<file path="src/rtl/mem_access_unit.sv">
// mem_access_unit: MEM-stage load/store engine between the pipeline and a
// variable-latency data memory using a req/ack handshake.
//   Stores: narrow and lane-replicate register data, generate byte enables.
//   Loads : pick the addressed byte/halfword from the returned word and
//           sign- or zero-extend it.
// Ports:
//   clk, rstn             clock, asynchronous active-low reset
//   req_valid/req_ready   request handshake from the MEM stage
//   req_op                0 LW,1 LH,2 LHU,3 LB,4 LBU,5 SW,6 SH,7 SB
//   req_addr, req_wdata   byte address and store data
//   rsp_valid/err/rdata   one-cycle completion pulse with status and load data
//   stall                 hold the pipeline while the access is outstanding
//   mem_req/we/be/addr/wdata, mem_ack/rdata  data-memory side
module mem_access_unit #(
  parameter int unsigned TIMEOUT = 16,
  parameter int unsigned CNT_W   = 5
) (
  input  logic        clk,
  input  logic        rstn,
  input  logic        req_valid,
  output logic        req_ready,
  input  logic [2:0]  req_op,
  input  logic [31:0] req_addr,
  input  logic [31:0] req_wdata,
  output logic        rsp_valid,
  output logic [31:0] rsp_rdata,
  output logic        rsp_err,
  output logic        stall,
  output logic        mem_req,
  output logic        mem_we,
  output logic [3:0]  mem_be,
  output logic [31:0] mem_addr,
  output logic [31:0] mem_wdata,
  input  logic        mem_ack,
  input  logic [31:0] mem_rdata
);

  localparam logic [1:0] S_IDLE = 2'd0;
  localparam logic [1:0] S_BUS  = 2'd1;
  localparam logic [1:0] S_RESP = 2'd2;
  localparam logic [1:0] S_ERR  = 2'd3;

  localparam logic [CNT_W-1:0] CNT_LAST = CNT_W'(TIMEOUT - 1);

  logic [1:0]       state;
  logic [CNT_W-1:0] cnt;
  logic [2:0]       op_q;
  logic [31:0]      addr_q;
  logic [31:0]      wdata_q;
  logic [3:0]       be_q;
  logic             we_q;
  logic [31:0]      rdata_q;

  // Decode of the incoming request (used only at accept time)
  logic        mis_n;
  logic [3:0]  be_n;
  logic [31:0] wdata_n;
  logic        we_n;

  always_comb begin
    mis_n   = 1'b0;
    be_n    = 4'b0000;
    wdata_n = '0;
    we_n    = (req_op >= 3'd5);
    case (req_op)
      3'd0, 3'd5: begin
        mis_n   = (req_addr[1:0] != 2'b00);
        be_n    = 4'b1111;
        wdata_n = req_wdata;
      end
      3'd1, 3'd2, 3'd6: begin
        mis_n   = req_addr[0];
        be_n    = req_addr[1] ? 4'b1100 : 4'b0011;
        wdata_n = {2{req_wdata[15:0]}};
      end
      default: begin
        mis_n   = 1'b0;
        be_n    = 4'b0001 << req_addr[1:0];
        wdata_n = {4{req_wdata[7:0]}};
      end
    endcase
    if (!we_n) wdata_n = '0;
  end

  // Load extraction from the returned word, using the latched op/address
  logic [7:0]  ld_byte;
  logic [15:0] ld_half;
  logic [31:0] ld_data;

  always_comb begin
    ld_byte = mem_rdata[{addr_q[1:0], 3'b000} +: 8];
    ld_half = addr_q[1] ? mem_rdata[31:16] : mem_rdata[15:0];
    case (op_q)
      3'd0:    ld_data = mem_rdata;
      3'd1:    ld_data = {{16{ld_half[15]}}, ld_half};
      3'd2:    ld_data = {16'h0000, ld_half};
      3'd3:    ld_data = {{24{ld_byte[7]}}, ld_byte};
      3'd4:    ld_data = {24'h000000, ld_byte};
      default: ld_data = '0;
    endcase
  end

  always_ff @(posedge clk or negedge rstn) begin
    if (!rstn) begin
      state   <= S_IDLE;
      cnt     <= '0;
      op_q    <= '0;
      addr_q  <= '0;
      wdata_q <= '0;
      be_q    <= '0;
      we_q    <= 1'b0;
      rdata_q <= '0;
    end else begin
      case (state)
        S_IDLE: begin
          cnt <= '0;
          if (req_valid) begin
            op_q    <= req_op;
            addr_q  <= req_addr;
            wdata_q <= wdata_n;
            be_q    <= be_n;
            we_q    <= we_n;
            rdata_q <= '0;
            state   <= mis_n ? S_ERR : S_BUS;
          end
        end
        S_BUS: begin
          // An ack arriving on the final allowed cycle still completes normally
          if (mem_ack) begin
            rdata_q <= ld_data;
            state   <= S_RESP;
          end else begin
            cnt <= cnt + 1'b1;
            if (cnt == CNT_LAST) state <= S_ERR;
          end
        end
        default: state <= S_IDLE;
      endcase
    end
  end

  logic in_bus;
  assign in_bus = (state == S_BUS);

  assign req_ready = (state == S_IDLE);
  assign stall     = in_bus | (req_valid & (state == S_IDLE));
  assign rsp_valid = (state == S_RESP) | (state == S_ERR);
  assign rsp_err   = (state == S_ERR);
  assign rsp_rdata = (state == S_RESP) ? rdata_q : '0;

  assign mem_req   = in_bus;
  assign mem_we    = in_bus & we_q;
  assign mem_be    = in_bus ? be_q : 4'b0000;
  assign mem_addr  = in_bus ? {addr_q[31:2], 2'b00} : '0;
  assign mem_wdata = in_bus ? wdata_q : '0;

endmodule
</file>
<file path="config.mk">
export PLATFORM = sky130hd
export DESIGN_NAME = mem_access_unit
export DESIGN_NICKNAME = d
export VERILOG_FILES = /design/src/rtl/mem_access_unit.sv
export SDC_FILE = /design/constraint.sdc
export NUM_CORES = 1
export LEC_CHECK = 0
export ABC_AREA = 1
export BUFFER_PORTS_ARGS = -buffer_cell sky130_fd_sc_hd__buf_2
export CORE_MARGIN = 2
export CORE_UTILIZATION = 50
export CTS_CLUSTER_SIZE = 10
export DETAILED_ROUTE_END_ITERATION = 12
export GPL_TIMING_DRIVEN = 0
export PLACE_DENSITY = 0.79
export SYNTH_ARGS = -nofsm -noshare
export SYNTH_HDL_FRONTEND = slang
export SYNTH_SLANG_ARGS = --single-unit
</file>
<file path="constraint.sdc">
create_clock -name clk -period 1.55 [get_ports clk]
set_input_delay 0 -clock clk [delete_from_list [all_inputs] [get_ports clk]]
set_output_delay 0 -clock clk [all_outputs]
set_load 0.05 [all_outputs]
</file>
==> summary.txt <==
Status: finished with violations
Failing checks: setup timing
Chip Height: 117 um
Drt initial violations: 725
TritonCTS Buffers: 9
Final worst slack: -0.182 ns
Avg Inst Size Synth: 6.69 um2
FP Rows: 41
CP top delay family: buffers and inverters
Power per cell area: 1770 nW/um2
Max FO, Critical Path: 7
Kind of critical path: reg -> out
Slew @ Worst Pin: 0.725 ns
Leading cell types in the layout, fill and taps excluded: nand2_1, inv_1, buf_2, dfrtp_1, buf_6
Syn-to-layout area delta: 65.3%
Final worst path period need: 1.73 ns
VDD IR max: 0.938 mV
Final slew viol count: 0
Routed wl met2: 13,300 um
CP Capture Type: output port
# setup viols final: 176
Hold slack final: 0.0000432 ns
CTS Sinks: 111
Critical Path RT: 1.55 ns
FF+latch count, synth: 111
Mean number of vias per cell: 5.51
Synth top area share: 0.439
First-pass GRT wire length: 34,700 um
Skew final: 0.0230 ns
I/O Buffers: 206
Crit-path cells: nor2_4 -> inv_6 -> buf_12 -> buf_4 -> nor2_2 -> buf_6
Core Area: 12,500 um2
HPWL after DPL: 13,200 um
Total Wirelength: 26,900 um
MaxCap Viol Count: 0
Top_reg_cell synth: dfrtp_1
CTS clk-pin slew, worst paths: 0.09 ns
Max clock buf depth: 2
GRT Util Overall: 0.328
H-tree Lvls: 3
Met1 WL: 9320 um
# fillers: 686
Clk Latency, worst-skew pair: 0.37 ns
Ports: 209
Top Metal Used: met4
Pwr Total: 0.0186 W
Metal3 WL: 2650 um
Post-DRT Antenna Nets: 0
Average wire per standard cell: 18.6 um
Largest net degree at the start of global routing: 62
Total global routing overflow: 0
Root Buffer: clkbuf_16
Post-synth ARST share: 1.00
Die Wd: 117 um
CP bufs+invs: 4
CP max stage delay: 0.47 ns
Slowest-stage cell, CP: dfrtp_2
CTS tree: built
Crit path launch type: register
GP Congestion: 0.976
Largest cells by area after synthesis: dfrtp_1, nand2_1, inv_1
Number of global-route vias before repair: 7,079
Worst Hold Class: in -> reg
Sequential fraction of the synthesis area: 0.439
Total die area: 13,600 um2
RSZ-0062 raised after global routing: true
First-pass DRT Iterations: 6
Commonest non-fill, non-tap cell in the layout: nand2_1
Antenna violations before repair: 1
Vias: 7,981
Final period util: 1.12
Leak Pwr: 5.40 nW
Ys Warns: 0
Post-synth EDFFs: 0
WP data arrival: 1.73 ns
Synth unique cells: 30
Drt drc: 0
Synth area leader: dfrtp_1
Fmax: 577 MHz
Initial core utilization: 0.508
Final net count: 1,375
Layout cells sized above 1: 0.310
Syn Std Cell Area: 6330 um2
Hold Vio Cnt, Final: 0
Mapped Cells: 947
Worst slew margin: 0.516
## cell usage after synthesis, drive strengths merged, types with 2 or more instances
master	n
nor2	109
nand4	9
a21oi	16
clkbuf	21
o21ai	64
dfrtp	111
o22ai	11
inv	166
ha	2
buf	30
o211ai	8
nand2	323
nand3	69
## flip-flops by register name (all words and copies together), names as in the netlist
register / flops
addr_q: 32
be_q: 4
cnt: 5
op_q: 3
rdata_q: 32
state: 2
wdata_q: 32
we_q: 1
## logic make-up (layout without fill, tap and decap cells)
logic type	after synthesis	in the layout	synth area share
fa+ha+maj	2	2	0.00395
compound gates	101	101	0.0903
xor+xnor	1	1	0.00138
buf+inv	218	544	0.140
simple gates	513	514	0.325
flops	111	111	0.439
other cells	1	4	0.000592
## worst reg2reg max path, cell delays in order, from the launching register on
cell and delay (ns):
dfrtp_1 0.38, buf_4 0.12, buf_6 0.10, nor2_4 0.04, nand2_4 0.12, inv_8 0.07, buf_8 0.14, a21oi_4 0.29
buf_6 0.19, nand2_1 0.08, nand2_1 0.09
## metrics by stage
stage          setup TNS [ns]  instances   util  worst slack, ns  instance area (um2)
3_3_place_gp           -95.66       1326  0.649           -0.865                 8090
2_1_floorplan           -1.06        948      -          -0.0665                 6850
5_1_grt                -18.83       1448  0.839           -0.240                10500
4_1_cts                 -1.42       1426  0.791          -0.0760                 9860
3_5_place_dp           -0.870       1327  0.652          -0.0694                 8120
6_report               -11.83       1449  0.839           -0.182                10500
## where the power goes
part	internal (W)	total, W	switching (W)
sequential	0.00406	0.00474	0.000685
clock	0.00128	0.00251	0.00123
combinational	0.00397	0.0113	0.00734
## layout make-up
class	count	area (um2)	area share
diodes	2	5.00	0.000478
plain buffers	51	490	0.0469
clock buffers	9	225	0.0215
clock inverters	7	78.8	0.00753
inverters	167	643	0.0615
multi-input cells	620	3270	0.313
flip-flops and latches	111	2780	0.266
well taps	172	215	0.0206
repair buffers	310	2750	0.263
## path summary, 6_finish.rpt
path,slack (ns),depth (start not counted),to,from
setup / recovery,-0.18,6,mem_be[3],state[1]
hold / removal,0.00004,5,rdata_q[0],mem_rdata[0]
setup reg to reg,-0.16,10,rdata_q[20],state[0]
hold reg to reg,0.48,2,rdata_q[5],rdata_q[5]
max in group asynchronous,0.55,3,rdata_q[27],rstn
min in group asynchronous,0.23,2,wdata_q[12],rstn
## timing repair
action                                  in CTS  in global routing
hold buffers                                74                  0
endpoints found under the setup margin     130                193
buffers inserted                             7                 12
resized for setup                          195                161
hold endpoints to repair                   132                  0
gates cloned                                 2                  9
pin swaps                                    4                  6
## routing by layer
metal  up-vias  track usage
li1       3517            -
met1      3668        0.398
met2       639        0.567
met3       157       0.0581
met4         0        0.154
met5         -            0
(Power assumes the default switching activity.)
